## src/rtl/sync_fifo_param.sv

```systemverilog
// sync_fifo_param: parametrised single-clock FIFO with occupancy count,
// programmable almost-full/almost-empty thresholds, sticky overflow and
// underflow flags, and a read-valid strobe. Any DEPTH >= 2 is supported.
//
// Optional build macro SYNC_FIFO_FWFT_EN selects first-word-fall-through
// mode: rd_data shows the head word continuously and rd_en pops it.
// Without the macro, an accepted read registers the head word into rd_data
// one clock later and pulses rd_valid for that cycle.
//
// Handshake: a write is taken at a rising edge when wr_en=1 and full=0;
// a read is taken when rd_en=1 and empty=0. Requests against full/empty
// are dropped and recorded in the sticky overflow/underflow flags.
// rd_valid=1 marks rd_data as a freshly popped word (standard mode) or as
// a valid head word (FWFT mode).
module sync_fifo_param #(
  parameter int DATA_WIDTH = 16,
  parameter int DEPTH      = 16,
  parameter int AF_LEVEL   = 14,
  parameter int AE_LEVEL   = 2,
  localparam int ADDR_WIDTH = $clog2(DEPTH),
  localparam int CNT_WIDTH  = $clog2(DEPTH + 1)
) (
  input  logic                  clk,
  input  logic                  rst_,
  input  logic                  wr_en,
  input  logic [DATA_WIDTH-1:0] wr_data,
  input  logic                  rd_en,
  output logic [DATA_WIDTH-1:0] rd_data,
  output logic                  rd_valid,
  output logic                  full,
  output logic                  empty,
  output logic                  almost_full,
  output logic                  almost_empty,
  output logic [CNT_WIDTH-1:0]  count,
  output logic                  overflow,
  output logic                  underflow
);

  logic [DATA_WIDTH-1:0] mem [DEPTH];
  logic [ADDR_WIDTH-1:0] wr_ptr;
  logic [ADDR_WIDTH-1:0] rd_ptr;
  logic                  do_wr;
  logic                  do_rd;

  // Accept requests only when they can complete; flags decode from count.
  assign do_wr        = wr_en && !full;
  assign do_rd        = rd_en && !empty;
  assign full         = (count == CNT_WIDTH'(DEPTH));
  assign empty        = (count == '0);
  assign almost_full  = (count >= CNT_WIDTH'(AF_LEVEL));
  assign almost_empty = (count <= CNT_WIDTH'(AE_LEVEL));

  // Storage array: written on accepted writes, never reset.
  always_ff @(posedge clk) begin
    if (do_wr) mem[wr_ptr] <= wr_data;
  end

  // Pointers wrap by explicit compare so non-power-of-2 depths work.
  always_ff @(posedge clk) begin
    if (rst_) begin
      wr_ptr <= '0;
      rd_ptr <= '0;
    end else begin
      if (do_wr) wr_ptr <= (wr_ptr == ADDR_WIDTH'(DEPTH - 1)) ? '0 : wr_ptr + 1'b1;
      if (do_rd) rd_ptr <= (rd_ptr == ADDR_WIDTH'(DEPTH - 1)) ? '0 : rd_ptr + 1'b1;
    end
  end

  // Single occupancy counter: up on write-only, down on read-only.
  always_ff @(posedge clk) begin
    if (rst_) begin
      count <= '0;
    end else begin
      case ({do_wr, do_rd})
        2'b10:   count <= count + CNT_WIDTH'(1);
        2'b01:   count <= count - CNT_WIDTH'(1);
        default: count <= count;
      endcase
    end
  end

  // Sticky error flags, cleared only by reset.
  always_ff @(posedge clk) begin
    if (rst_) begin
      overflow  <= 1'b0;
      underflow <= 1'b0;
    end else begin
      if (wr_en && full)  overflow  <= 1'b1;
      if (rd_en && empty) underflow <= 1'b1;
    end
  end

`ifdef SYNC_FIFO_FWFT_EN
  // Head word is always on the output; rd_en only acknowledges it.
  assign rd_data  = mem[rd_ptr];
  assign rd_valid = !empty;
`else
  // Registered read port: one-clock latency, data held between pops.
  always_ff @(posedge clk) begin
    if (rst_) begin
      rd_data  <= '0;
      rd_valid <= 1'b0;
    end else begin
      rd_valid <= do_rd;
      if (do_rd) rd_data <= mem[rd_ptr];
    end
  end
`endif

endmodule

```

## config.mk

```make
export PLATFORM = sky130hd
export DESIGN_NAME = sync_fifo_param
export DESIGN_NICKNAME = d
export VERILOG_FILES = /design/src/rtl/sync_fifo_param.sv
export SDC_FILE = /design/constraint.sdc
export NUM_CORES = 1
export LEC_CHECK = 0
export ABC_AREA = 1
export BUFFER_PORTS_ARGS = -buffer_cell sky130_fd_sc_hd__buf_2
export CAP_MARGIN = 10
export CORE_MARGIN = 4
export CORE_UTILIZATION = 35
export DETAILED_ROUTE_END_ITERATION = 16
export MAX_ROUTING_LAYER = met4
export PLACE_DENSITY_LB_ADDON = 0.2
export SLEW_MARGIN = 40
export SYNTH_ARGS = -nofsm -noshare
export SYNTH_HDL_FRONTEND = slang
export SYNTH_SLANG_ARGS = --single-unit
```

## constraint.sdc

```tcl
create_clock -name clk -period 3.27 [get_ports clk]
set_clock_uncertainty 0.2 [all_clocks]
set_input_delay 0 -clock clk [delete_from_list [all_inputs] [get_ports clk]]
set_output_delay 0 -clock clk [all_outputs]
set_load 0.005 [all_outputs]
```

==> metrics.md <==
| Metric | Value |
|---|---|
| Hold Path Sink | `count[4]$_SDFFE_PP0P_` |
| Die area | `36300 um^2` |
| Status | `completed` |
| RSZ-0062 raised after global routing | `false` |
| Gate power share | `0.245` |
| Leak | `4.94 nW` |
| Synth Warn # | `0` |
| Worst VDD drop | `0.355 mV` |
| Maxcap violations | `0` |
| Avg Synthesized Cell Area | `11.4 um^2` |
| I/O Buffers | `47` |
| Worst rel slew slack | `0.480` |
| Worst path most repeated cell | `inv_1` |
| Area contributors post-synth | `edfxtp_1 (66%), nor2_1 (6.5%), nand2_1 (5.7%)` |
| Final GP Congestion | `0.826` |
| Post-synthesis sequential area ratio | `0.714` |
| Pre-CTS setup slack | `0.827 ns` |
| Chip height | `191 um` |
| Via count | `7652` |
| Pins over their slew limit | `0` |
| Flop pwr share | `0.426` |
| Clock root buffer | `clkbuf_16` |
| Initial antenna violation count | `0` |
| Setup Viol. Count Final | `0` |
| Initial Util | `0.357` |
| Row cnt | `66` |
| Slack of the critical path | `0.841 ns` |
| Hold Slack | `0.125 ns` |
| Total power | `0.0103 W` |
| DR WL/cell | `19.2 um` |
| Worst-path clk slew | `0.05 ns` |
| Clock Latency Late Sink | `0.50 ns` |
| Cell depth of the worst hold path | `3` |
| Flop-to-flop setup slack | `0.84 ns` |
| Synth top area share | `0.659` |
| Net switching power | `0.00329 W` |
| Hold_sp | `rst_` |
| Hold Crit Class | `input port to flip-flop` |
| Share of cells above drive strength 1 | `0.124` |
| Bufs and invs on worst path | `2` |
| First-pass GRT wire length | `45.4 mm` |
| GRT overflow | `0` |
| Nets@finish | `1134` |
| Detail Route Antenna Nets | `0` |
| Clock network power share | `0.329` |
| Biggest area consumer among synthesized cells | `edfxtp_1` |
| DRT Pass-1 Iters | `5` |
| Mapped Area | `11700 um^2` |
| Crit path launch type | `flip-flop` |
| Drc violations | `0` |
| Worst slew pin tran | `0.780 ns` |
| Max incr delay on CP | `0.64 ns` |
| Worst EP required | `3.19 ns` |
| Vias/cell | `4.88` |
| Pint | `0.00699 W` |
| Most common flop cell mapped by yosys | `edfxtp_1` |
| Final Cycle Share | `0.743` |
| Switching part of the total power | `0.320` |
| CP arrival | `2.35 ns` |
| Post-layout min period | `2.43 ns` |
| Post-Route Setup TNS | `0 ns` |
| Number of enable flip-flop cells after synthesis | `256` |
| Drt total wl | `30.1 mm` |
| Largest net degree at the start of global routing | `83` |
| CP delay by family, top | `simple AND/OR/NAND/NOR gates` |
| Worst Path Class, Setup | `flip-flop to flip-flop` |
| DP Wirelength | `18.7 mm` |
| Post-Syn Instances | `1028` |
| Drt initial violations | `610` |
| CTS tree | `built` |
| Post-synth ARST share | `0` |
| I/O pin count | `48` |
| Crit path launch | `count[0]$_SDFFE_PP0P_` |
| Die width | `191 um` |
| Largest fanout on the critical path | `16` |
| Number of antenna diodes | `0` |
| Clk sinks | `288` |
| Core ar. | `32700 um^2` |
| Synth Register Bits | `288` |
| Reg-to-reg endpoint | `mem[2][9]$_DFFE_PP_` |
| CTS Buf Count | `34` |
| All-Layer GR Usage | `0.169` |
| Cell variety after synth | `27` |
| Reg2Reg Depth | `6` |
| FF-to-FF Start | `count[0]$_SDFFE_PP0P_` |
| Crit. End Element | `flip-flop` |
| Synthesis-to-layout area growth | `16.9%` |
| CP cell instances | `inv_1 -> nand4_1 -> nand2_2 -> inv_1 -> nand2_1 -> nor2_2` |
| Vias in the first global route | `7280` |
| Peak Freq | `0.412 GHz` |
| Mapped Nets | `1057` |
| Htree depth | `2` |
| Slowest CP cell | `nor2_2` |
| Clock buffer depth | `3` |
| PwrDens | `754 nW/um^2` |
| Final hold viol count | `0` |
## worst register-to-register path, cell delays in order, from the launching register on
cell and delay (ns):
dfxtp_1 0.40, inv_1 0.11, nand4_1 0.14, nand2_2 0.15, inv_1 0.20, nand2_1 0.19
nor2_2 0.64
## how the worst max path moves through the flow
stage,end,depth (start not counted)
floorplan,count[4]$_SDFFE_PP0P_,16
global placement,mem[2][10]$_DFFE_PP_,6
detailed placement,mem[2][10]$_DFFE_PP_,6
CTS,mem[2][9]$_DFFE_PP_,6
global route,count[4]$_SDFFE_PP0P_,14
finish,mem[2][9]$_DFFE_PP_,6
## layout by cell type (no fill, tap or decap), types with 3 or more instances in the layout
cell and instances:
clkbuf_1 10, xor2_1 4, clkbuf_16 35, edfxtp_1 256, buf_12 3, dfxtp_1 30
nor2_2 16, nor2_1 187, clkinv_2 4, buf_4 25, inv_1 24, nand2_2 3
o21ai_1 23, o21ai_0 80, a21oi_1 43, nand3_1 106, ha_1 9, dlygate4sd3_1 21
buf_2 47, nand2_1 176, clkinv_1 9
## logic make-up after synthesis
family,share of synthesized area
flip-flops,0.714
AND/OR/NAND/NOR,0.172
buffers and inverters,0.0371
adder cells (fa/ha/maj),0.00965
AO/OA/AOI/OAI,0.0647
XOR/XNOR,0.00300
## per-layer routing
metal / up-vias / GRT usage / routed length, um
li1: 3722 / - / -
met1: 3663 / 0.238 / 14000
met2: 222 / 0.257 / 13800
met3: 45 / 0.0254 / 1510
met4: 0 / 0.0472 / 748
met5: - / - / 0
## cells in the mapped netlist (4+ instances only)
master	n
a21oi_1	43
buf_1	5
buf_2	12
buf_4	13
buf_6	6
clkbuf_1	14
clkbuf_2	5
dfxtp_1	32
edfxtp_1	256
ha_1	9
inv_1	24
nand2_1	177
nand3_1	106
nor2_1	203
o21ai_0	80
o21ai_1	23
xor2_1	4
## layout make-up
type	count	area [um^2]
inverter	29	113
multi-input combinational	656	2950
sequential	288	8340
fill	3143	19100
tap	442	553
clock buffer	45	913
clock inverter	13	82.6
timing repair buffer	96	693
## sequential cells by signal, summed over array words and instances (netlist names)
register,cells
overflow,1
underflow,1
wr_ptr,4
rd_valid,1
rd_data,16
mem,256
rd_ptr,4
count,5
## what timing repair did
action,4_1_cts,5_1_grt
hold endpoints to repair,268,0
hold buffers,21,0
buffers inserted,0,0
resized for setup,0,0
setup endpoints to repair,0,0
## power groups by stage
stage / clock network [W] / logic [W] / registers (W)
2_1_floorplan: 0 / 0.00170 / 0.00439
3_3_place_gp: 0 / 0.00252 / 0.00446
3_5_place_dp: 0 / 0.00250 / 0.00446
4_1_cts: 0.00345 / 0.00254 / 0.00438
5_1_grt: 0.00365 / 0.00284 / 0.00440
6_report: 0.00338 / 0.00252 / 0.00438
## metrics by stage
| stage | cells | instance area, um^2 | utilization |
|---|---|---|---|
| floorplan | 1028 | 11700 | - |
| global placement | 1490 | 12400 | 0.380 |
| detailed placement | 1490 | 12400 | 0.380 |
| CTS | 1569 | 13600 | 0.417 |
| global route | 1569 | 13600 | 0.417 |
| finish | 1569 | 13600 | 0.417 |
No activity file was read; power rests on OpenSTA's default activity.
